$ cat config.mk
export PLATFORM = sky130hd
export DESIGN_NAME = producer2riscv
export DESIGN_NICKNAME = d
export VERILOG_FILES = /design/src/rtl/stream_io_pkg.sv /design/src/rtl/stream_fifo.sv /design/src/rtl/producer2riscv.sv
export SDC_FILE = /design/constraint.sdc
export NUM_CORES = 1
export LEC_CHECK = 0
export ABC_CLOCK_PERIOD_IN_PS = 4950
export CORE_MARGIN = 1
export CORE_UTILIZATION = 30
export DETAILED_ROUTE_END_ITERATION = 10
export HOLD_SLACK_MARGIN = 0.02
export PLACE_DENSITY = 0.59
export SYNTH_ARGS = -nofsm -noshare
export SYNTH_HDL_FRONTEND = slang
export SYNTH_SLANG_ARGS = --single-unit
$ cat constraint.sdc
create_clock -name clk -period 4.95 [get_ports clk]
set_input_delay 1.2375 -clock clk [delete_from_list [all_inputs] [get_ports clk]]
set_output_delay 1.2375 -clock clk [all_outputs]
set_load 0.01 [all_outputs]
$ cat src/rtl/stream_io_pkg.sv
// Shared register map and status layout for the stream I/O peripherals.
// Latency: n/a (constants and types only).
// Backpressure: n/a.
package stream_io_pkg;

  // CPU register offsets (one address bit selects the register).
  localparam logic ADDR_DATA   = 1'b0;
  localparam logic ADDR_STATUS = 1'b1;

  // STATUS register bit positions.
  localparam int ST_EMPTY     = 0;
  localparam int ST_FULL      = 1;
  localparam int ST_UNDERFLOW = 2;
  localparam int ST_COUNT_LSB = 8;

  // CPU access handshake states.
  typedef enum logic {
    S_IDLE = 1'b0,
    S_RESP = 1'b1
  } cpu_state_e;

endpackage

$ cat src/rtl/stream_fifo.sv
// Synchronous FIFO with head-of-queue read, occupancy count and full/empty flags.
// Latency: a pushed word is visible at head_o the cycle after the push.
// Backpressure: push is ignored when full, pop is ignored when empty.
module stream_fifo #(
  parameter int  DATA_WIDTH = 32,
  parameter int  DEPTH      = 4,
  localparam int CNT_BITS   = $clog2(DEPTH) + 1
) (
  input  logic                  clk,
  input  logic                  reset,
  input  logic                  push_i,
  input  logic                  pop_i,
  input  logic [DATA_WIDTH-1:0] din_i,
  output logic [DATA_WIDTH-1:0] head_o,
  output logic [CNT_BITS-1:0]   count_o,
  output logic                  full_o,
  output logic                  empty_o
);

  localparam int PTR_W = $clog2(DEPTH);

  logic [DATA_WIDTH-1:0] mem_q [DEPTH];
  logic [PTR_W-1:0]      wr_ptr_q;
  logic [PTR_W-1:0]      rd_ptr_q;
  logic [CNT_BITS-1:0]   count_q;
  logic [CNT_BITS-1:0]   count_d;
  logic                  do_push;
  logic                  do_pop;

  assign full_o  = (count_q == CNT_BITS'(DEPTH));
  assign empty_o = (count_q == '0);
  assign head_o  = mem_q[rd_ptr_q];
  assign count_o = count_q;

  // Guard the operations so the count can never leave 0..DEPTH.
  assign do_push = push_i && !full_o;
  assign do_pop  = pop_i && !empty_o;

  // Occupancy only moves when exactly one of push/pop happens.
  always_comb begin
    count_d = count_q;
    if (do_push && !do_pop) begin
      count_d = count_q + CNT_BITS'(1);
    end else if (do_pop && !do_push) begin
      count_d = count_q - CNT_BITS'(1);
    end
  end

  // Pointers wrap naturally because DEPTH is a power of two.
  always_ff @(posedge clk) begin
    if (reset) begin
      wr_ptr_q <= '0;
      rd_ptr_q <= '0;
      count_q  <= '0;
    end else begin
      if (do_push) wr_ptr_q <= wr_ptr_q + PTR_W'(1);
      if (do_pop)  rd_ptr_q <= rd_ptr_q + PTR_W'(1);
      count_q <= count_d;
    end
  end

  // Storage needs no reset: entries are only read once the count covers them.
  always_ff @(posedge clk) begin
    if (do_push) mem_q[wr_ptr_q] <= din_i;
  end

endmodule

$ cat src/rtl/producer2riscv.sv
// Stream-to-CPU bridge: buffers producer words and exposes DATA/STATUS registers.
// Latency: CPU response one cycle after acceptance; pushed words readable next cycle.
// Backpressure: ready_upward drops while the FIFO is full or in reset.
module producer2riscv
  import stream_io_pkg::*;
#(
  parameter int  DATA_WIDTH = 32,
  parameter int  DEPTH      = 4,
  localparam int CNT_BITS   = $clog2(DEPTH) + 1
) (
  input  logic                  clk,
  input  logic                  reset,
  input  logic [DATA_WIDTH-1:0] din,
  input  logic                  val_in,
  output logic                  ready_upward,
  input  logic                  cpu_valid,
  input  logic                  cpu_addr,
  input  logic [3:0]            cpu_wstrb,
  output logic                  cpu_ready,
  output logic [DATA_WIDTH-1:0] cpu_rdata
);

  cpu_state_e            state_q;
  logic                  cpu_ready_q;
  logic [DATA_WIDTH-1:0] cpu_rdata_q;
  logic [DATA_WIDTH-1:0] rdata_d;
  logic                  underflow_q;

  logic [DATA_WIDTH-1:0] fifo_head;
  logic [CNT_BITS-1:0]   fifo_count;
  logic                  fifo_full;
  logic                  fifo_empty;
  logic                  push;
  logic                  pop;
  logic                  accept;
  logic                  rd_data;
  logic                  rd_status;
  logic [DATA_WIDTH-1:0] status_word;

  // Full blocks the producer even when a pop lands in the same cycle.
  assign ready_upward = !reset && !fifo_full;
  assign push         = val_in && ready_upward;

  assign accept    = (state_q == S_IDLE) && cpu_valid;
  assign rd_data   = accept && (cpu_wstrb == 4'b0) && (cpu_addr == ADDR_DATA);
  assign rd_status = accept && (cpu_wstrb == 4'b0) && (cpu_addr == ADDR_STATUS);
  assign pop       = rd_data && !fifo_empty;

  assign cpu_ready = cpu_ready_q;
  assign cpu_rdata = cpu_rdata_q;

  stream_fifo #(
    .DATA_WIDTH (DATA_WIDTH),
    .DEPTH      (DEPTH)
  ) u_fifo (
    .clk     (clk),
    .reset   (reset),
    .push_i  (push),
    .pop_i   (pop),
    .din_i   (din),
    .head_o  (fifo_head),
    .count_o (fifo_count),
    .full_o  (fifo_full),
    .empty_o (fifo_empty)
  );

  // STATUS fields sampled on the accept cycle; count is zero-extended.
  always_comb begin
    status_word                              = '0;
    status_word[ST_EMPTY]                    = fifo_empty;
    status_word[ST_FULL]                     = fifo_full;
    status_word[ST_UNDERFLOW]                = underflow_q;
    status_word[ST_COUNT_LSB +: CNT_BITS]    = fifo_count;
  end

  // Response data: writes and empty DATA reads return zero.
  always_comb begin
    rdata_d = '0;
    if (rd_status) begin
      rdata_d = status_word;
    end else if (rd_data && !fifo_empty) begin
      rdata_d = fifo_head;
    end
  end

  // CPU handshake FSM with registered ready/rdata and the sticky underflow flag.
  always_ff @(posedge clk) begin
    if (reset) begin
      state_q     <= S_IDLE;
      cpu_ready_q <= 1'b0;
      cpu_rdata_q <= '0;
      underflow_q <= 1'b0;
    end else begin
      case (state_q)
        S_IDLE: begin
          cpu_ready_q <= 1'b0;
          cpu_rdata_q <= '0;
          if (cpu_valid) begin
            state_q     <= S_RESP;
            cpu_ready_q <= 1'b1;
            cpu_rdata_q <= rdata_d;
            if (rd_data && fifo_empty) begin
              underflow_q <= 1'b1;
            end else if (rd_status) begin
              underflow_q <= 1'b0;
            end
          end
        end
        S_RESP: begin
          state_q     <= S_IDLE;
          cpu_ready_q <= 1'b0;
          cpu_rdata_q <= '0;
        end
        default: begin
          state_q     <= S_IDLE;
          cpu_ready_q <= 1'b0;
          cpu_rdata_q <= '0;
        end
      endcase
    end
  end

endmodule

# [Word level (Yosys, flattened, before mapping)]
# Memories as Yosys holds them, arrays and structs flattened. A register that Yosys moved wholly into a read port is not among the register bits.
# Index checks and enable logic that the tools add are counted.
[totals] mem_bits_rw=128 regBits=41 n_memories=1 input_bits=41 word_cells=50
[memory_table] name="u_fifo.mem_q" depth=4 word_bits=32 read_ports=1 rd_ports_with_merged_regs=1 write_ports=1 line="stream_fifo.sv:22" source="logic [DATA_WIDTH-1:0] mem_q [DEPTH];"
[classes] add_sub_neg=4 eq_ne=1 mux=14 bitwise=2 reduce_logical=22
[op_table] op="$mux W32" n=3
[op_table] op="$pmux W32 S2" n=1
[op_table] op="$logic_and A1 B1 Y1" n=12
[op_table] op="$mux W3" n=2
[op_table] op="$logic_not A1 Y1" n=5
[op_table] op="$mux W1" n=5
[op_table] op="$add A2 B1 Y2 const B" n=2
[op_table] op="$logic_not A4 Y1" n=1
[op_table] op="$mux W2" n=2
[op_table] op="$reduce_bool A2 Y1" n=2
[op_table] op="$add A3 B1 Y3 const B" n=1
[op_table] op="$eq A3 B3 Y1 const B" n=1
[op_table] op="$logic_not A3 Y1" n=1
[op_table] op="$reduce_and A3 Y1" n=1
[op_table] op="$sub A3 B1 Y3 const B" n=1
[op_table] op="$not A1 Y1" n=2
[op_table] op="$pmux W1 S2" n=1

# [Longest topological paths before layout]
# Gate-level depths: netlist of the first run.
[depth] word_depth=9 ltp_mapped=8 depth_no_buf=8

# [Modules after synthesis]
# A second synthesis of the first run with hierarchy kept.
[unflattened] hier_cells=306 hier_area_um2=6189.7
[by_module_without_submodules] mod="stream_fifo" area_per_inst_um2=5132.4 seq_area_each_um2=4023.9 n_inst=1 cells_per_inst=215
[by_module_without_submodules] mod="producer2riscv" area_per_inst_um2=1057.3 seq_area_each_um2=680.7 n_inst=1 cells_per_inst=91

# [Least setup slack after synthesis of the first run]
# Ideal clock, no wire load.
[synth_path] path_kind="input to register" startpoint="input port cpu_wstrb[1]" endpoint="register u_fifo.count_q[2] (netlist: u_fifo.count_o[2])" n_path_buf=0 path_stages=8 setup_ps=70 setup_slack_ps=1643 arrival_time_ps=3237 required_ps=4880 cell_sequence="or4_4 -> or4_4 -> ha_1 -> inv_1 -> fa_1 -> xor2_1 -> or3_1 -> a21oi_1"
[synth_via] elab_chain_cells=8 word_cells_on_any_way=10
[synth_rtl] item="start, declared" line="producer2riscv.sv:18" source="input logic [3:0] cpu_wstrb,"
[synth_rtl] item="$logic_not A4 Y1 *" line="producer2riscv.sv:45" source="assign rd_data = accept && (cpu_wstrb == 4'b0) && (cpu_addr == ADDR_DATA);"
[synth_rtl] item="$logic_and A1 B1 Y1 * (2 in a row)" line="producer2riscv.sv:45"
[synth_rtl] item="$logic_and A1 B1 Y1 *" line="producer2riscv.sv:47" source="assign pop = rd_data && !fifo_empty;"
[synth_rtl] item="$logic_and A1 B1 Y1 *" line="stream_fifo.sv:37" source="assign do_pop = pop_i && !empty_o;"
[synth_rtl] item="$logic_not A1 Y1" line="stream_fifo.sv:42" source="if (do_push && !do_pop) begin"
[synth_rtl] item="$logic_and A1 B1 Y1" line="stream_fifo.sv:42"
[synth_rtl] item="$mux W3 / $reduce_bool A2 Y1 (equally long branches)"
[synth_rtl] item="end signal, assigned" line="stream_fifo.sv:58" source="count_q <= count_d;"
[synth_rtl] item="end, declared" line="stream_fifo.sv:25" source="logic [CNT_BITS-1:0] count_q;"
# Mark *: on every way between the ends. The rest lies on a longest branch, timed or not.
# A chain may end at the register's enable or synchronous reset.

# [Worst setup path after layout of the first run]
[layout_path] startpoint="input port reset" endpoint="output port ready_upward"
[layout_via] elab_chain_cells=2
[layout_rtl] item="start, declared" line="producer2riscv.sv:12" source="input logic reset,"
[layout_rtl] item="$logic_not A1 Y1" line="producer2riscv.sv:41" source="assign ready_upward = !reset && !fifo_full;"
[layout_rtl] item="$logic_and A1 B1 Y1" line="producer2riscv.sv:41"
[layout_rtl] item="end, declared" line="producer2riscv.sv:15" source="output logic ready_upward,"
# No other way between the ends.

==> results.json, run 1 <==
{
  "synthCells": 296,
  "antenna_found_initial": 0,
  "reg2reg_slack_ns": 2.29,
  "grt_pass1_wl_mm": 16.8,
  "hold_viol": 0,
  "vias": 2914,
  "r2r_start": "u_fifo.count_o[0]$_SDFFE_PP0P_",
  "critPathMaxStageDelay_ns": 0.56,
  "period_share": 0.764,
  "worst-r2r-cell-count": 8,
  "drive_gt1_frac": 0.195,
  "cts_tree": "yes",
  "fin_crit_ns": 3.78,
  "max_slew_margin": 0.324,
  "fin_cells": 659,
  "avgSynthCellArea_um2": 20.5,
  "cp_common_cell": "clkdlybuf4s50_1",
  "ctsHoldBuffers": 0,
  "cts.clk_slew.worst_paths_ns": 0.06,
  "start_util": 0.309,
  "clk_latency_ns": 0.41,
  "crit_arrival_ns": 2.54,
  "area_delta_synth_final_pct": 27.2,
  "cp-startpoint": "reset",
  "maxCapViolCount": 0,
  "final_cell_mix": "edfxtp_1 (128), clkdlybuf4s50_1 (74), dfxtp_1 (41), mux4_2 (32), and2_1 (26)",
  "timing.rr.end": "u_fifo.count_o[2]$_SDFFE_PP0P_",
  "hp-class": "reg -> reg",
  "path_depth": 4,
  "cp-end-kind": "output port",
  "vias_per_cell": 4.42,
  "dpl.cell_count": 627,
  "critPathRequiredTime_ns": 3.71,
  "yosysUniqueCellTypes": 29,
  "place.gp.congestion": 0.654,
  "die_y_um": 144,
  "crit_family": "buffers and inverters",
  "cts_resized": 0,
  "root_buffer": "clkbuf_16",
  "die_x_um": 144,
  "powerDensity_nw_per_um2": 391,
  "drc_errors": 0,
  "fin_setup_tns_ns": 0,
  "ioPinCount": 75,
  "numPortBuffers": 74,
  "seq_area_frac_synth": 0.774,
  "avgRoutedWirePerCell_um": 16.8,
  "grt_pass1_vias": 3018,
  "dp_hpwl_mm": 6.34,
  "final_common_cell": "edfxtp_1",
  "crit_fanout": 15,
  "synth_nets": 343,
  "rsz0062_at_grt": "false",
  "drt_wl_total_mm": 11.0,
  "crit_path_end": "ready_upward",
  "drtIter0Drc": 208,
  "setup.worst_path.class": "in -> out",
  "synth_area_um2": 6080,
  "slowest_stage": "clkdlybuf4s50_1",
  "p_leak_nw": 2.52,
  "min-delay-start": "underflow_q$_SDFFE_PP0P_",
  "core_area_um2": 19700,
  "cts_buffer_depth": 2,
  "fmax_mhz": 264,
  "worstMarginPinSlew_ns": 1.01,
  "critPathBufInv": 3,
  "ant_nets": 0,
  "die_area_um2": 20800,
  "path_cells": "clkdlybuf4s50_1 -> buf_4 -> a21oi_1 -> clkdlybuf4s50_1",
  "cp-start-kind": "primary input",
  "ys_ff_latch": 171,
  "nNetsFinal": 428,
  "irDropWorstVdd_v": 0.000212,
  "diodes": 0,
  "numCtsBuffers": 17,
  "yosys_warnings": 0,
  "status": "complete, no violations",
  "rows": 51,
  "post_cts_buffers": 0,
  "grt_max_degree": 33,
  "firstDrtPassIters": 4,
  "clock_skew_ns": 0.00680,
  "gr-total-overflow": 0,
  "track_usage": 0.116,
  "setup_violations": 0,
  "cts.sinks": 171,
  "maxSlewViolCount": 0,
  "htree_levels": 4
}
==> stage by stage <==
stage	hold slack, ns	setup slack [ns]	cell area [um^2]	power (mW)	util
floorplan	0.450	1.64	6080	1.70	-
global placement	0.471	1.14	7140	1.77	0.364
detailed placement	0.487	1.05	7140	1.78	0.364
CTS	0.506	1.15	7730	3.06	0.393
global route	0.528	1.09	7730	3.14	0.393
finish	0.508	1.17	7730	3.02	0.393
==> where the power goes <==
part | internal, mW | switching (mW)
Sequential | 1.59 | 0.0156
Clock | 0.760 | 0.521
Combinational | 0.0652 | 0.0700
Total | 2.42 | 0.607
==> metal layers <==
metal  share of wire  vias up  GRT usage
li1                -     1337          -
met4           0.016        0     0.0427
met1            0.44     1496      0.142
met3           0.048       13     0.0440
met5               0        -          0
met2            0.49       68      0.184
==> layout make-up <==
type | count | area, um^2
Tap cell | 265 | 332
Inverter | 4 | 15.0
Timing Repair Buffer | 77 | 763
Fill cell | 1819 | 11900
Sequential cell | 171 | 4710
Clock inverter | 8 | 51.3
Clock buffer | 24 | 536
Multi-Input combinational cell | 110 | 1330
==> cells by family (layout without fill, tap and decap cells) <==
group,Yosys count,count (layout),synth area share
AO/OA/AOI/OAI,12,12,0.0158
XOR/XNOR,2,2,0.00288
adder cells (fa/ha/maj),6,6,0.0136
buffers and inverters,15,113,0.00988
flip-flops,171,171,0.774
multiplexers,38,38,0.129
AND/OR/NAND/NOR,52,52,0.0545
==> cells in the mapped netlist <==
cell / number / area, um^2
edfxtp_1: 128 / 3840
dfxtp_1: 43 / 861
mux4_2: 32 / 721
and2_1: 30 / 188
nor2_1: 8 / 30.0
clkbuf_1: 6 / 22.5
a22o_1: 5 / 43.8
ha_1: 5 / 62.6
inv_1: 4 / 15.0
buf_2: 3 / 15.0
mux2_1: 3 / 33.8
nand2b_1: 3 / 18.8
nor2b_1: 3 / 18.8
a21oi_1: 2 / 10.0
buf_1: 2 / 7.51
mux2i_1: 2 / 20.0
nor4_1: 2 / 12.5
nor4b_2: 2 / 30.0
or4_4: 2 / 22.5
xor2_1: 2 / 17.5
a211oi_2: 1 / 12.5
a311oi_1: 1 / 8.76
a31oi_1: 1 / 6.26
a32o_1: 1 / 10.0
fa_1: 1 / 20.0
mux2_2: 1 / 11.3
nor3_1: 1 / 5.00
o21ai_0: 1 / 5.00
or3_1: 1 / 6.26
==> worst min-delay path by stage <==
stage	endpoint	cells past startpoint
floorplan	cpu_rdata[2]$_SDFF_PP0_	1
global placement	cpu_rdata[2]$_SDFF_PP0_	1
detailed placement	cpu_rdata[2]$_SDFF_PP0_	1
CTS	cpu_rdata[2]$_SDFF_PP0_	1
global route	cpu_rdata[2]$_SDFF_PP0_	1
finish	cpu_rdata[2]$_SDFF_PP0_	1
==> sequential cells by signal, indices dropped and copies added, names as in the netlist, named ones only <==
name and cells:
u_fifo.mem_q 128, cpu_rdata 32, u_fifo.count_o 3, u_fifo.rd_ptr_q 2, u_fifo.wr_ptr_q 2, cpu_ready 1
underflow_q 1
(Power assumes the default switching activity.)
==> run 2: changes to the inputs <==
- ABC_CLOCK_PERIOD_IN_PS: 4950 -> 3100
- PLACE_DENSITY: 0.59 -> 0.61
- clock period: 4.95 -> 3.1 ns (I/O delays scaled with it)
==> run 2 against run 1 <==
Against the previous run:
- critical endpoint unchanged
- clock power is 64% higher
- cell count rose by 2.3%
- clock-buffer cell count down 4
- clock skew increased by 0.00089 ns
- non-clock buffer count rose by 15
- global-route usage increased by 0.64 points
- via count up 2.0%
- register-to-register slack got worse by 1.4 ns
==> results.json, run 2 (synthesized netlist as in run 1, its figures left out) <==
{
  "root_buffer": "clkbuf_16",
  "max_slew_margin": 0.356,
  "antenna_found_initial": 1,
  "numPortBuffers": 74,
  "regArea_um2": 4710,
  "top_register": "u_fifo.mem_q",
  "ant_nets": 0,
  "drtIter0Drc": 177,
  "p_leak_nw": 2.59,
  "cts_tree": "yes",
  "fin_setup_tns_ns": 0,
  "irDropWorstVdd_v": 0.000368,
  "clock_skew_ns": 0.00769,
  "post-route-util": 0.401,
  "period_share": 0.949,
  "htree_levels": 4,
  "post_cts_buffers": 0,
  "die_y_um": 144,
  "fin_cells": 674,
  "ctsHoldBuffers": 0,
  "numCtsBuffers": 17,
  "hold_viol": 0,
  "cts.clk_slew.worst_paths_ns": 0.07,
  "multi_input_area_um2": 1330,
  "nFillCells": 1819,
  "drc_errors": 0,
  "grt_max_degree": 33,
  "pre_cts_slack_ns": -0.253,
  "fin_ws_ns": 0.159,
  "final_common_cell": "edfxtp_1",
  "fmax_mhz": 340,
  "dp_hpwl_mm": 6.86,
  "nNetsFinal": 443,
  "die_area_um2": 20800,
  "drive_gt1_frac": 0.227,
  "final_cell_mix": "edfxtp_1 (128), clkdlybuf4s50_1 (74), dfxtp_1 (41), mux4_2 (32), and2_1 (26)",
  "gr-total-overflow": 0,
  "cts.sinks": 171,
  "place.gp.congestion": 0.714,
  "maxSlewViolCount": 0,
  "cp-start-kind": "primary input",
  "cp-end-kind": "output port",
  "start_util": 0.309,
  "vias": 2973,
  "status": "complete, no violations",
  "avgRoutedWirePerCell_um": 16.9,
  "setup.worst_path.class": "in -> out",
  "grt_pass1_wl_mm": 17.8,
  "clk_latency_ns": 0.42,
  "critPathRequiredTime_ns": 2.32,
  "largest_reg_flops": 128,
  "hp-class": "reg -> reg",
  "core_area_um2": 19700,
  "diodes": 0,
  "dpl.cell_count": 642,
  "track_usage": 0.122,
  "firstDrtPassIters": 4,
  "vias_per_cell": 4.41,
  "crit_arrival_ns": 2.17,
  "cts_buffer_depth": 2,
  "cts_resized": 0,
  "drt_wl_total_mm": 11.4,
  "area_delta_synth_final_pct": 29.8,
  "fin_crit_ns": 2.94,
  "powerDensity_nw_per_um2": 620,
  "rsz0062_at_grt": "false",
  "worstMarginPinSlew_ns": 0.965,
  "setup_violations": 0,
  "grt_pass1_vias": 3242,
  "maxCapViolCount": 0,
  "crit_fanout": 3,
  "ioPinCount": 75,
  "rows": 51,
  "die_x_um": 144
}
[run 2: cell types whose count changed in the layout (fill, tap and decap cells not counted)]
cell / change
inv_4: -3
clkbuf_1: -1
buf_12: +3
clkinv_4: +1
inv_6: +2
clkinv_2: -2
clkbuf_16: -3
clkinvlp_4: +4
bufinv_16: +2
buf_4: +12
[run 2: metal layers]
metal  global-route usage  wire [um]  up-vias
met1                0.139       4720     1526
met5                    0         11        -
met3               0.0470        610       16
met2                0.205       5830       63
met4               0.0499        195        2
li1                     -          -     1366
[run 2: through the flow]
step / total power, mW / hold slack (ns) / cell area, um^2
after detailed placement: 2.85 / 0.472 / 7290
after floorplan: 2.71 / 0.450 / 6080
final: 4.89 / 0.484 / 7890
after CTS: 4.96 / 0.488 / 7890
after global routing: 5.08 / 0.523 / 7890
after global placement: 2.84 / 0.474 / 7290
[run 2: layout make-up]
type | count | area share
Inverter | 4 | 0.00190
Sequential cell | 171 | 0.597
Clock inverter | 12 | 0.0176
Multi-Input combinational cell | 110 | 0.168
Tap cell | 265 | 0.0420
Clock buffer | 20 | 0.0579
Timing Repair Buffer | 92 | 0.116
[run 2: critical path: stages]
cell             delay (ns)
clkdlybuf4s50_1        0.50
a21oi_1                0.30
clkdlybuf4s50_1        0.60
[run 2: worst paths after layout]
| path | from | endpoint | slack [ns] | cells past startpoint |
|---|---|---|---|---|
| worst max-delay path | reset | ready_upward | 0.16 | 3 |
| worst min-delay path | underflow_q$_SDFFE_PP0P_ | cpu_rdata[2]$_SDFF_PP0_ | 0.48 | 1 |
| worst max register to register | u_fifo.count_o[0]$_SDFFE_PP0P_ | u_fifo.count_o[2]$_SDFFE_PP0P_ | 0.86 | 9 |
| worst min register to register | underflow_q$_SDFFE_PP0P_ | cpu_rdata[2]$_SDFF_PP0_ | 0.48 | 1 |
[run 2: report_power, final]
| part | internal [mW] | switching, mW |
|---|---|---|
| clock network | 1.24 | 0.858 |
| logic | 0.121 | 0.115 |
| registers | 2.54 | 0.0252 |
==> edit 1, RTL diff (flow settings as in run 2) <==
`DEPTH` is set to 4 in 2 places; all go to 2.
--- a/src/rtl/stream_fifo.sv
+++ b/src/rtl/stream_fifo.sv
@@ -3,7 +3,7 @@
 // Backpressure: push is ignored when full, pop is ignored when empty.
 module stream_fifo #(
   parameter int  DATA_WIDTH = 32,
-  parameter int  DEPTH      = 4,
+  parameter int  DEPTH      = 2,
   localparam int CNT_BITS   = $clog2(DEPTH) + 1
 ) (
   input  logic                  clk,
--- a/src/rtl/producer2riscv.sv
+++ b/src/rtl/producer2riscv.sv
@@ -5,7 +5,7 @@
   import stream_io_pkg::*;
 #(
   parameter int  DATA_WIDTH = 32,
-  parameter int  DEPTH      = 4,
+  parameter int  DEPTH      = 2,
   localparam int CNT_BITS   = $clog2(DEPTH) + 1
 ) (
   input  logic                  clk,
Behaviour: not the same (Yosys sat finds a counterexample within 4 cycles, from zero or initial values and one cycle with reset high).
==> edit 1 against run 2 <==
  * Sequential share of layout area down 2.5 points
  * Die area is 42% lower
  * Area after synthesis down 42%
  * Total power shrank 44%
  * Non-clock buffer count shrank 12
  * Wire length is 47% lower
  * Sequential cell count fell by 68
  * Design area down 40%
  * Setup slack gained 0.33 ns
  * Maximum frequency increased by 13%
==> edit 1: results <==
export IMPL_gr_usage_met3=0.0606
export IMPL_synth_net_count=257
export IMPL_yosys_top_cells_area="edfxtp_1 55%, dfxtp_1 22%, mux2i_1 8.2%"
export IMPL_r2r_start="cpu_ready"
export IMPL_fill_cells=1087
export IMPL_reg2reg_slack_ns=1.20
export IMPL_hold_path_end="cpu_rdata[12]"
export IMPL_wl_met1_um=2670
export IMPL_grt_max_degree=34
export IMPL_final_cells=446
export IMPL_hold_slack_ns=0.476
export IMPL_peakVddDrop_mv=0.437
export IMPL_place_area_sq_um=4450
export IMPL_clk_latency_ns=0.35
export IMPL_p_seq_mw=1.51
export IMPL_hold_path_depth=2
export IMPL_synth_edf_count=64
export IMPL_cp_arrival_ns=1.83
export IMPL_dp_slack_ns=0.276
export IMPL_synthCells=215
export IMPL_synth_fa_ha_area_frac=0.00355
export IMPL_layout_drive_gt1_share=0.119
export IMPL_regMostFlops="u_fifo.mem_q"
export IMPL_grt_pass1_vias=1938
export IMPL_antenna_found_initial=0
export IMPL_ys_seq_area_frac=0.768
export IMPL_place_gp_congestion=0.715
export IMPL_grt_use_total=0.109
export IMPL_drt_total_wl_um=6030
export IMPL_wl_met3_um=444
export IMPL_hp_start="u_fifo.mem_q[0][12]"
export IMPL_power_leakage_nw=1.56
export IMPL_routed_via_count=1960
export IMPL_drtIter0Drc=89
export IMPL_internal_power_mw=2.13
export IMPL_r2r_end="u_fifo.count_o[1]"
export IMPL_skew_ns=0.00325
export IMPL_status="complete, no violations"
export IMPL_largest_register_ffs=64
export IMPL_worst_slew_pin_transition_ns=0.524
export IMPL_muxShareOfSynthArea=0.0920
export IMPL_crit_path_max_fanout=2
export IMPL_synth_commonest_cells="64 x edfxtp_1, 39 x dfxtp_1, 33 x nor2_1, 29 x mux2i_1"
export IMPL_synth_xor_area_frac=0.00498
export IMPL_numCtsBuffers=9
export IMPL_grt_pass1_wl_um=9280
export IMPL_hpwlAfterDp_um=3960
export IMPL_dr_max_layer_used="met4"
export IMPL_stdcell_area_sq_um=4730
export IMPL_htreeDepth=3
## edit 1: final cells by class
cell class              count  area share
repair buffers             80       0.166
clock buffers               9      0.0476
flip-flops and latches    103       0.571
well taps                 143      0.0378
clock inverters             7      0.0132
inverters                   2     0.00159
multi-input cells         102       0.163
## edit 1: worst max-delay path by stage
| stage | startpoint | slack [ns] | to | cells past startpoint |
|---|---|---|---|---|
| 2_1_floorplan | reset | 0.51 | u_fifo.mem_q[0][0] | 2 |
| 3_3_place_gp | cpu_wstrb[3] | 0.31 | u_fifo.count_o[1] | 7 |
| 3_5_place_dp | cpu_wstrb[3] | 0.28 | u_fifo.count_o[1] | 7 |
| 4_1_cts | reset | 0.49 | ready_upward | 3 |
| 5_1_grt | u_fifo.count_o[1] | 0.41 | ready_upward | 3 |
| 6_report | reset | 0.49 | ready_upward | 3 |
## edit 1: critical path, cell delays in order
cell and delay [ns]:
clkdlybuf4s50_1 0.42, nor2_1 0.10, clkdlybuf4s50_1 0.54
==> edit 2, RTL diff (flow settings as in run 2) <==
Made on the original files. Make the reset (`reset`) asynchronous in 2 clocked blocks.
--- a/src/rtl/stream_fifo.sv
+++ b/src/rtl/stream_fifo.sv
@@ -47,7 +47,7 @@
   end
 
   // Pointers wrap naturally because DEPTH is a power of two.
-  always_ff @(posedge clk) begin
+  always_ff @(posedge clk or posedge reset) begin
     if (reset) begin
       wr_ptr_q <= '0;
       rd_ptr_q <= '0;
--- a/src/rtl/producer2riscv.sv
+++ b/src/rtl/producer2riscv.sv
@@ -84,7 +84,7 @@
   end
 
   // CPU handshake FSM with registered ready/rdata and the sticky underflow flag.
-  always_ff @(posedge clk) begin
+  always_ff @(posedge clk or posedge reset) begin
     if (reset) begin
       state_q     <= S_IDLE;
       cpu_ready_q <= 1'b0;
Formal check against the unedited RTL: differs if reset is asserted again (counterexample within 4 cycles, from zero or initial values and one cycle with reset high); with reset held inactive, the same outputs for 4 cycles.
==> edit 2 against run 2 <==
  * Global-route usage decreased by 0.18 points
  * Critical endpoint unchanged
  * Design area increased by 1.1%
  * Wire length increased by 3.9%
  * Sequential cell count decreased by 2
  * Clock skew decreased by 0.0026 ns
  * Maximum frequency increased by 7.7%
  * Setup slack improved by 0.21 ns
  * Register-to-register slack got worse by 0.16 ns
  * Area after synthesis increased by 2.6%
Power is not compared: it rests on default switching activity, and its combinational part moved more than twofold at a synthesized area within 25%.
==> edit 2: results <==
export IMPL_status="complete, no violations"
export IMPL_power_leakage_nw=2.79
export IMPL_crit_path_max_fanout=3
export IMPL_first_pass_iters=4
export IMPL_antenna_found_initial=0
export IMPL_skew_ns=0.00509
export IMPL_clk_latency_ns=0.42
export IMPL_drt_total_wl_um=11800
export IMPL_yosys_warnings=0
export IMPL_grt_pass1_vias=3269
export IMPL_nets=431
export IMPL_synth_compound_area_frac=0.0130
export IMPL_grt_pass1_wl_um=18400
export IMPL_cts_setup_buffers=0
export IMPL_peakVddDrop_mv=0.355
export IMPL_layout_drive_gt1_share=0.232
export IMPL_cpPeakStageDelay_ns=0.55
export IMPL_synth_top_flop_cell="edfxtp_1"
export IMPL_synth_commonest_cells="128 x edfxtp_1, 41 x dfrtp_1, 32 x mux4_2, 31 x and2_1, 7 x inv_1"
export IMPL_grt_use_total=0.120
export IMPL_numCtsBuffers=17
export IMPL_diodes=0
export IMPL_reg2reg_slack_ns=0.70
export IMPL_async_flop_share=0.243
export IMPL_cts_buffer_depth=2
export IMPL_muxShareOfSynthArea=0.121
export IMPL_grt_max_degree=42
export IMPL_io_buffers=74
export IMPL_yosys_top_cells_area="edfxtp_1 62%, dfrtp_1 16%, mux4_2 12%"
export IMPL_synth_xor_area_frac=0.00843
export IMPL_cts_resized=0
export IMPL_largest_register_ffs=128
export IMPL_regMostFlops="u_fifo.mem_q"
export IMPL_path_clk_slew_ns=0.06
export IMPL_synth_distinct_cells=29
export IMPL_synth_net_count=335
export IMPL_hpwlAfterDp_um=7130
export IMPL_cp_slowest_cell="clkdlybuf4s50_1"
export IMPL_ys_seq_area_frac=0.781
export IMPL_routed_via_count=2932
export IMPL_drtIter0Drc=107
export IMPL_slew_headroom=0.392
export IMPL_ant_nets=0
export IMPL_place_gp_congestion=0.800
export IMPL_htreeDepth=4
export IMPL_synth_fa_ha_area_frac=0.0132
==> edit 2: area by class of cell <==
| cell class | instances | area [sq um] |
|---|---|---|
| fill | 1844 | 12300 |
| sequential | 169 | 4870 |
| multi-input combinational | 100 | 1260 |
| timing repair buffer | 89 | 866 |
| clock buffer | 17 | 425 |
| tap | 270 | 338 |
| clock inverter | 15 | 190 |
| inverter | 7 | 26.3 |
==> edit 2: worst max-delay path, delay by kind of cell <==
family	cells	cell delay, ns
buffers and inverters	2	1.04
AOI/OAI and AO/OA	1	0.15
==> edit 2: metrics by stage <==
step | worst slack, ns | instances | area (sq um) | hold slack [ns] | utilization
3_3_place_gp | 0.125 | 635 | 7360 | 0.519 | 0.363
2_1_floorplan | 0.626 | 288 | 6230 | 0.492 | -
6_report | 0.369 | 667 | 7980 | 0.550 | 0.393
3_5_place_dp | 0.0887 | 635 | 7360 | 0.538 | 0.363
4_1_cts | 0.364 | 667 | 7980 | 0.555 | 0.393
5_1_grt | 0.303 | 667 | 7980 | 0.574 | 0.393
==> edit 2: metal layers <==
| metal | GRT usage | vias to the layer above | part of all wire |
|---|---|---|---|
| met5 | 0 | - | 0 |
| li1 | - | 1317 | - |
| met2 | 0.197 | 80 | 0.50 |
| met4 | 0.0479 | 0 | 0.014 |
| met3 | 0.0375 | 17 | 0.045 |
| met1 | 0.148 | 1518 | 0.44 |
==> edit 2: power by group <==
part | switching, mW | total [mW] | internal [mW]
combinational | 0.366 | 0.835 | 0.469
clock | 0.900 | 2.19 | 1.29
sequential | 0.176 | 2.86 | 2.68
==> edit 2: cell families (layout without fill, tap and decap cells) <==
| family | Yosys count | count (layout) |
|---|---|---|
| compound gates | 9 | 9 |
| fa+ha+maj | 6 | 6 |
| xor+xnor | 6 | 6 |
| buf+inv | 19 | 128 |
| mux | 35 | 35 |
| flops | 169 | 169 |
| simple gates | 44 | 44 |
==> edit 2: path summary, 6_finish.rpt <==
path                              startpoint            endpoint  cells past startpoint
setup reg to reg           u_fifo.count_o[0]   u_fifo.count_o[2]                      9
hold reg to reg                  underflow_q         underflow_q                      2
setup / recovery                       reset        ready_upward                      3
max in group asynchronous              reset  u_fifo.rd_ptr_q[1]                      3
min in group asynchronous              reset        cpu_rdata[0]                      3
hold / removal                   underflow_q         underflow_q                      2
